## src/rtl/traffic_pkg.sv

```systemverilog
// Shared definitions for the traffic-light lamp interface.
//   phase_t     : decoded phase (SYNC while the lamps are not yet understood)
//   LAMP_*      : legal {red,green,yellow} drive patterns
//   next_phase  : legal successor of a phase in the normal light cycle
package traffic_pkg;

  typedef enum logic [1:0] {
    SYNC   = 2'd0,
    GREEN  = 2'd1,
    YELLOW = 2'd2,
    RED    = 2'd3
  } phase_t;

  localparam logic [2:0] LAMP_GREEN  = 3'b010;
  localparam logic [2:0] LAMP_YELLOW = 3'b001;
  localparam logic [2:0] LAMP_RED    = 3'b100;

  // GREEN -> YELLOW -> RED -> GREEN. SYNC has no successor; it maps to itself.
  function automatic phase_t next_phase(input phase_t p);
    case (p)
      GREEN:   return YELLOW;
      YELLOW:  return RED;
      RED:     return GREEN;
      default: return SYNC;
    endcase
  endfunction

endpackage

```

## src/rtl/sat_counter.sv

```systemverilog
// Saturating up-counter used for phase dwell measurement.
//   clk, rst_n : clock, asynchronous active-low reset
//   clr        : force count to 0 (highest priority)
//   load1      : force count to 1 (start of a new phase)
//   inc        : increment, holding at the all-ones maximum
//   count      : current count
module sat_counter #(
  parameter int CNT_W = 8
) (
  input  logic             clk,
  input  logic             rst_n,
  input  logic             clr,
  input  logic             load1,
  input  logic             inc,
  output logic [CNT_W-1:0] count
);

  localparam logic [CNT_W-1:0] CNT_MAX = '1;

  // NOTE: sequential state is always written with non-blocking assignments so
  // every register samples pre-edge values regardless of block ordering.
  always_ff @(posedge clk or negedge rst_n) begin
    if (!rst_n) begin
      count <= '0;
    end else if (clr) begin
      count <= '0;
    end else if (load1) begin
      count <= CNT_W'(1);
    end else if (inc && (count != CNT_MAX)) begin
      count <= count + CNT_W'(1);
    end
  end

endmodule

```

## src/rtl/traffic_lamp_monitor.sv

```systemverilog
// In-system checker for the traffic-light lamp interface. Decodes the three
// lamp drives into a phase, measures phase dwell, and raises sticky flags on
// illegal patterns, illegal phase order, short dwell and over-long yellow.
//   clk, rst_n    : clock, asynchronous active-low reset
//   red/green/yellow : lamp drives, synchronous to clk
//   clr_err       : synchronous clear of all sticky error flags
//   phase         : decoded phase (0 SYNC, 1 GREEN, 2 YELLOW, 3 RED)
//   dwell         : cycles spent in the current phase (saturating)
//   phase_change  : one-cycle pulse on entry into GREEN, YELLOW or RED
//   err_onehot/err_order/err_short/err_long : sticky error flags
//   err_any       : registered OR of the four flags (one cycle behind them)
module traffic_lamp_monitor
  import traffic_pkg::*;
#(
  parameter int CNT_W      = 8,
  parameter int MIN_GREEN  = 1,
  parameter int MIN_YELLOW = 1,
  parameter int MIN_RED    = 1,
  parameter int MAX_YELLOW = 16
) (
  input  logic             clk,
  input  logic             rst_n,
  input  logic             red,
  input  logic             green,
  input  logic             yellow,
  input  logic             clr_err,
  output logic [1:0]       phase,
  output logic [CNT_W-1:0] dwell,
  output logic             phase_change,
  output logic             err_onehot,
  output logic             err_order,
  output logic             err_short,
  output logic             err_long,
  output logic             err_any
);

  localparam logic [CNT_W-1:0] MAX_Y_C = CNT_W'(MAX_YELLOW);

  function automatic logic [CNT_W-1:0] min_dwell(input phase_t p);
    case (p)
      GREEN:   return CNT_W'(MIN_GREEN);
      YELLOW:  return CNT_W'(MIN_YELLOW);
      RED:     return CNT_W'(MIN_RED);
      default: return '0;
    endcase
  endfunction

  phase_t state_q, state_n;
  phase_t lamp_phase;
  logic   lamp_valid;
  logic   cnt_clr, cnt_load, cnt_inc, enter;
  logic   ev_onehot, ev_order, ev_short, ev_long;

  // NOTE: every signal assigned in an always_comb gets a default first, so no
  // path leaves it unassigned and no latch is inferred.
  always_comb begin
    lamp_valid = 1'b1;
    lamp_phase = SYNC;
    case ({red, green, yellow})
      LAMP_GREEN:  lamp_phase = GREEN;
      LAMP_YELLOW: lamp_phase = YELLOW;
      LAMP_RED:    lamp_phase = RED;
      default:     lamp_valid = 1'b0;
    endcase
  end

  always_comb begin
    state_n   = state_q;
    cnt_clr   = 1'b0;
    cnt_load  = 1'b0;
    cnt_inc   = 1'b0;
    enter     = 1'b0;
    ev_onehot = 1'b0;
    ev_order  = 1'b0;
    ev_short  = 1'b0;
    ev_long   = 1'b0;
    if (state_q == SYNC) begin
      // Invalid patterns here are start-up noise, not errors.
      if (lamp_valid) begin
        state_n  = lamp_phase;
        cnt_load = 1'b1;
        enter    = 1'b1;
      end
    end else if (!lamp_valid) begin
      ev_onehot = 1'b1;
      state_n   = SYNC;
      cnt_clr   = 1'b1;
    end else if (lamp_phase == state_q) begin
      cnt_inc = 1'b1;
      // Fires on the edge where dwell would reach MAX_YELLOW+1.
      if ((state_q == YELLOW) && (dwell == MAX_Y_C)) ev_long = 1'b1;
    end else begin
      // Follow the observed phase even when the transition is illegal.
      state_n  = lamp_phase;
      cnt_load = 1'b1;
      enter    = 1'b1;
      ev_order = (lamp_phase != next_phase(state_q));
      ev_short = (dwell < min_dwell(state_q));
    end
  end

  sat_counter #(.CNT_W(CNT_W)) u_dwell (
    .clk   (clk),
    .rst_n (rst_n),
    .clr   (cnt_clr),
    .load1 (cnt_load),
    .inc   (cnt_inc),
    .count (dwell)
  );

  always_ff @(posedge clk or negedge rst_n) begin
    if (!rst_n) begin
      state_q      <= SYNC;
      phase_change <= 1'b0;
      err_onehot   <= 1'b0;
      err_order    <= 1'b0;
      err_short    <= 1'b0;
      err_long     <= 1'b0;
      err_any      <= 1'b0;
    end else begin
      state_q      <= state_n;
      phase_change <= enter;
      // A new event wins over a simultaneous clear.
      err_onehot   <= (err_onehot & ~clr_err) | ev_onehot;
      err_order    <= (err_order  & ~clr_err) | ev_order;
      err_short    <= (err_short  & ~clr_err) | ev_short;
      err_long     <= (err_long   & ~clr_err) | ev_long;
      err_any      <= err_onehot | err_order | err_short | err_long;
    end
  end

  assign phase = state_q;

endmodule

```

## config.mk

```make
export PLATFORM = sky130hd
export DESIGN_NAME = traffic_lamp_monitor
export DESIGN_NICKNAME = d
export VERILOG_FILES = /design/src/rtl/traffic_pkg.sv /design/src/rtl/sat_counter.sv /design/src/rtl/traffic_lamp_monitor.sv
export SDC_FILE = /design/constraint.sdc
export NUM_CORES = 1
export LEC_CHECK = 0
export BUFFER_PORTS_ARGS = -buffer_cell sky130_fd_sc_hd__buf_2
export CORE_MARGIN = 10
export CORE_UTILIZATION = 35
export CTS_BUF_LIST = sky130_fd_sc_hd__clkbuf_8
export CTS_CLUSTER_DIAMETER = 100
export DETAILED_ROUTE_END_ITERATION = 10
export PLACE_DENSITY_LB_ADDON = 0.1
export SYNTH_ARGS = -nofsm -noshare
export SYNTH_HDL_FRONTEND = slang
export SYNTH_SLANG_ARGS = --single-unit
```

## constraint.sdc

```tcl
create_clock -name clk -period 3.1 [get_ports clk]
set_input_delay 0.62 -clock clk [delete_from_list [all_inputs] [get_ports clk]]
set_output_delay 0.62 -clock clk [all_outputs]
set_load 0.05 [all_outputs]
```

[After elaboration in Yosys (flattened, before gate mapping)]
Cells that the tools add are included.
Operators by class
  multipliers: 0
  shifts and indexed selects: 0
  div/mod/pow operators: 0
  eq/ne operators: 12
  bitwise operators: 12
  muxes and demuxes: 36
  add/sub/neg operators: 1
  reductions and logical operators: 7
  order comparisons: 1
Operators with widths (count)
  $mux W8: 6
  $mux W1: 21
  $mux W2: 7
  $pmux W2 S3: 2
  $add A8 B1 Y8 const B: 1
  $eq A8 B5 Y1 const B: 1
  $lt A8 B8 Y1: 1
  $ne A8 B8 Y1 const B: 1
  $or A1 B1 Y1: 7
  $reduce_or A3 Y1: 2
  $and A1 B1 Y1: 4
  $eq A2 B2 Y1 const B: 2
  $eq A3 B1 Y1 const B: 1
  $eq A3 B2 Y1 const B: 1
  $eq A3 B3 Y1 const B: 1
  $ne A3 B3 Y1 const B: 1
  $reduce_bool A3 Y1: 1
  $eq A2 B1 Y1 const B: 1
  $eq A2 B2 Y1: 1
  $logic_and A1 B1 Y1: 2
  $logic_not A2 Y1: 1
  $ne A2 B2 Y1: 1
  $ne A2 B2 Y1 const B: 1
  $reduce_and A2 Y1: 1
  $not A1 Y1: 1
Word-level totals
  input bits: 6
  memories kept: 0
  output and inout bits: 16
  memory bits (read-only): 0
  logic and storage cells: 77
  RAM bits: 0
  register bits after elaboration: 16
  bits in latches: 0

[Depth between registers and ports, before layout]
  depth after elaboration: 11
  depth in mapped cells: 8
  depth with buffers taken out: 6

[By module]
Synthesis repeated with hierarchy kept, for this count alone.
Second synthesis, totals
  cells, all modules: 121
  area, all modules: 1104.8 um^2
By module, submodules not included
  traffic_lamp_monitor: sequential area each 200.2 um^2, area an instance 638.1 um^2, cells an instance 72, times used 1
  sat_counter: sequential area each 200.2 um^2, area an instance 466.7 um^2, cells an instance 49, times used 1

[Worst setup path after synthesis]
No wires, ideal clock.
  path kind: flip-flop to flip-flop
  start: register state_q[0] (netlist: phase[0])
  end: register u_dwell.count[0]
  cell stages (with the launch flop): 9
  library setup time: 130 ps
  path slack: 839 ps
  data arrival time: 2130 ps
  path buffers: 2
  cells stage by stage: dfrtp_1 buf_2 inv_1 ha_1 buf_2 nor3b_1 a21oi_1 a32oi_1 nand3_1
Between the ends
  word-level cells in the longest chain between the ends: 6
  elaborated cells on any way between the ends: 13
  classes of those cells: eq/ne: 1; mux: 9; reduce/logical: 3
Ends and longest elaborated chain
  start, declared: line traffic_lamp_monitor.sv:48  | phase_t state_q, state_n;
  start signal, assigned: line traffic_lamp_monitor.sv:121  | state_q <= state_n;
  $eq A2 B2 Y1: line traffic_lamp_monitor.sv:88  | end else if (lamp_phase == state_q) begin
  $mux W1: line traffic_lamp_monitor.sv:88
  $mux W1: line traffic_lamp_monitor.sv:84  | end else if (!lamp_valid) begin
  $mux W1: line traffic_lamp_monitor.sv:77  | if (state_q == SYNC) begin
  $mux W8 / $logic_and A1 B1 Y1 (equally long branches): line sat_counter.sv:27, sat_counter.sv:29
  $mux W8 / $reduce_bool A3 Y1 (equally long branches)
  end signal, assigned: line sat_counter.sv:30  | count <= count + CNT_W'(1);
  end, declared: line sat_counter.sv:15  | output logic [CNT_W-1:0] count
Parallel ways exist; a longest one is shown, timed or not.
A chain may end at the register's enable or synchronous reset.

[Worst setup path after layout]
  start: register state_q[0] (netlist: phase[0])
  end: register u_dwell.count[7]
Same word-level chain as after synthesis.

==> metrics.yaml <==
synth_edf_count: 0
worst_setup_path_start_kind: "flop"
yosysTopAreaCellShare_pct: 31.16
max_stage_delay_ps: 570
arrival_ps: 2400
synth_fa_ha_area_share_pct: 5.648
ys_top_cells_by_area: "dfrtp_1 (31%), ha_1 (4.9%), nor3b_1 (4.1%)"
antenna_found_initial: 0
cpMaxStageDelayCell: "dfrtp_1"
rr_endpoint: "u_dwell.count[7]"
vdd_drop_max_uv: 240.2
htree_num_levels: 1
ant_nets: 0
post-cts-setup-buffers: 0
diodes: 0
via_per_inst: 5.749
synth.largest_area_cell: "dfrtp_1"
worst-path-max-fanout: 13
synth.net_count: 159
yosysMostFrequentCell: "dfrtp_1"
numCtsBuffers: 3
synth-async-reset-ratio_pct: 100.0
grt_pass1_wl_um: 5899
use_met2_pct: 18.15
postCtsHoldBufs: 0
rr_worst_depth: 6
yosys.area_share.xor_xnor_pct: 0.6816
post-place-cells: 207
finalCritPeriodShare_pct: 73.96
endpoint_kind: "flop"
critPathRequiredTime_ps: 3210
fin_cells: 211
cp_top_family: "flip-flops"
port_buffers: 21
dieWidth_um: 80.59
top_usage_layer: "met2"
period_needed_ps: 2293
grt_usage_pct: 11.20
ff2ff_setup_slack_ps: 810
skew_ps: 0.9778
cts-root-buf: "clkbuf_8"
layout-drive-gt1-share_pct: 18.18
path_cells: "inv_1, ha_1, nor3b_1, nand2_1, a21boi_0, a221oi_1"
io_pins: 22
path_clk_slew_ps: 70
firstDrtPassIters: 4
n_fill_cell: 355
synthDistinctLibCells: 48
synth_top_family_by_area: "compound AO/OA/AOI/OAI gates"
ys.flop_type: "dfrtp_1"
gp_congestion: 0.8516
globalRouteOverflowTotal: 0
p_leak_nw: 0.6179
drc_errors: 0
maxSlewViolCount: 0
yosys.area_share.simple_pct: 25.02
final-seq-area_sq_um: 400.4
cts.repair.resized: 0
power_density_mw_per_mm2: 462.8
synthesis.instances: 148
avgSynthCellArea_sq_um: 8.682
cts_num_sinks: 16
dieArea_sq_mm: 0.006495
wire_per_inst_um: 16.73
synth.cell_area_sq_mm: 0.001285
rows: 21
fmax_mhz: 436.1
first_iter_violations: 87
timing.rr.start: "phase[0]"
crit_type: "flop to flop"
synth_seq_cells: 16
rsz0062_at_grt: "false"
max-cap-violations: 0
yosysWarnings: 0
fin_setup_tns_ps: 0
multi_input_area_sq_um: 798.3
final-setup-viol-count: 0
use_met3_pct: 3.452
hold_path.class: "primary input to asynchronous set/reset pin"
totalWireLength_um: 3530
finalNetCount: 177
grt_max_degree: 18
synthTopCellsByCount: "dfrtp_1 (16), inv_1 (12), o21ai_0 (10), a21oi_1 (8)"
clk_latency_ps: 250
hold_viol: 0
grt_pass1_vias: 1162
totalPowerFinal_mw: 0.6764
synthMuxAreaShare_pct: 0.7790
cts_tree: "done"
relSlewSlack_pct: 60.50
tightest_slew_ps: 591.2
initial_utilization_pct: 37.33
ys_seq_area_share_pct: 31.16
use_met1_pct: 14.27
core_sq_mm: 0.003442
area_delta_synth_final_pct: 13.73
num_vias: 1213
synth_compound_area_share_pct: 29.99
critical_path_buf_inv_count: 1
die_h_um: 80.59
clockBufferDepth: 2
run_status: "finished, final reports clean"
place_hpwl_um: 2644
==> state kept, by name, indices dropped and copies added, names as in the netlist <==
register,cells
err_long,1
u_dwell.count,8
phase_change,1
err_order,1
err_any,1
err_onehot,1
err_short,1
phase,2
==> power breakdown <==
part | switching, mW | internal, mW | total (mW)
combinational | 0.165 | 0.0676 | 0.233
clock | 0.0796 | 0.113 | 0.193
sequential | 0.0233 | 0.228 | 0.251
total | 0.268 | 0.408 | 0.676
==> per-layer routing <==
metal,up-vias,share of wire [%]
met5,-,0
met4,0,0.54
met3,4,6.1
met2,28,49
met1,584,45
li1,597,-
==> cells by family (layout without fill, tap and decap cells) <==
kind of cell,count (synthesis),after routing
flops,16,16
mux,1,1
fa+ha+maj,6,6
buf+inv,20,37
simple gates,53,53
xor+xnor,1,1
compound gates,51,51
==> area by class of cell <==
cell class	count	share of cell area [%]
Multi-Input combinational cell	112	54.62
Sequential cell	16	27.40
Timing Repair Buffer	21	7.192
Tap cell	46	3.938
Clock buffer	4	3.767
Inverter	12	3.082
==> per-stage QoR <==
step	utilization, %	hold WS (ps)	area [sq um]	worst slack, ps
finish	42.46	276.8	1461	807.1
global route	42.46	306.0	1461	639.3
CTS	42.46	291.7	1461	862.3
detailed placement	40.86	462.8	1406	857.7
global placement	40.86	463.2	1406	882.0
floorplan	-	324.4	1285	839.3
==> worst max path at each step <==
stage | startpoint | end | depth (start not counted)
6_report | phase[0] | u_dwell.count[7] | 6
5_1_grt | phase[0] | u_dwell.count[7] | 6
4_1_cts | phase[0] | u_dwell.count[7] | 6
3_5_place_dp | green | err_order | 5
3_3_place_gp | yellow | u_dwell.count[5] | 5
2_1_floorplan | phase[0] | u_dwell.count[0] | 8
==> cell usage in the layout, fill, tap and decap left out, types with 3 or more instances in the layout <==
master / synthesis / routed
nand2_1: 7 / 7
clkbuf_8: 0 / 4
buf_2: 6 / 21
nor2_1: 5 / 5
inv_1: 12 / 12
dfrtp_1: 16 / 16
o211ai_1: 6 / 6
nor2b_1: 6 / 6
nand3_1: 6 / 6
nor3_1: 5 / 5
o21ai_0: 10 / 10
ha_1: 5 / 5
a22oi_1: 3 / 3
a21oi_1: 8 / 8
nand4_1: 3 / 3
nor3b_1: 7 / 7
Power figures use the tool's default switching activity.
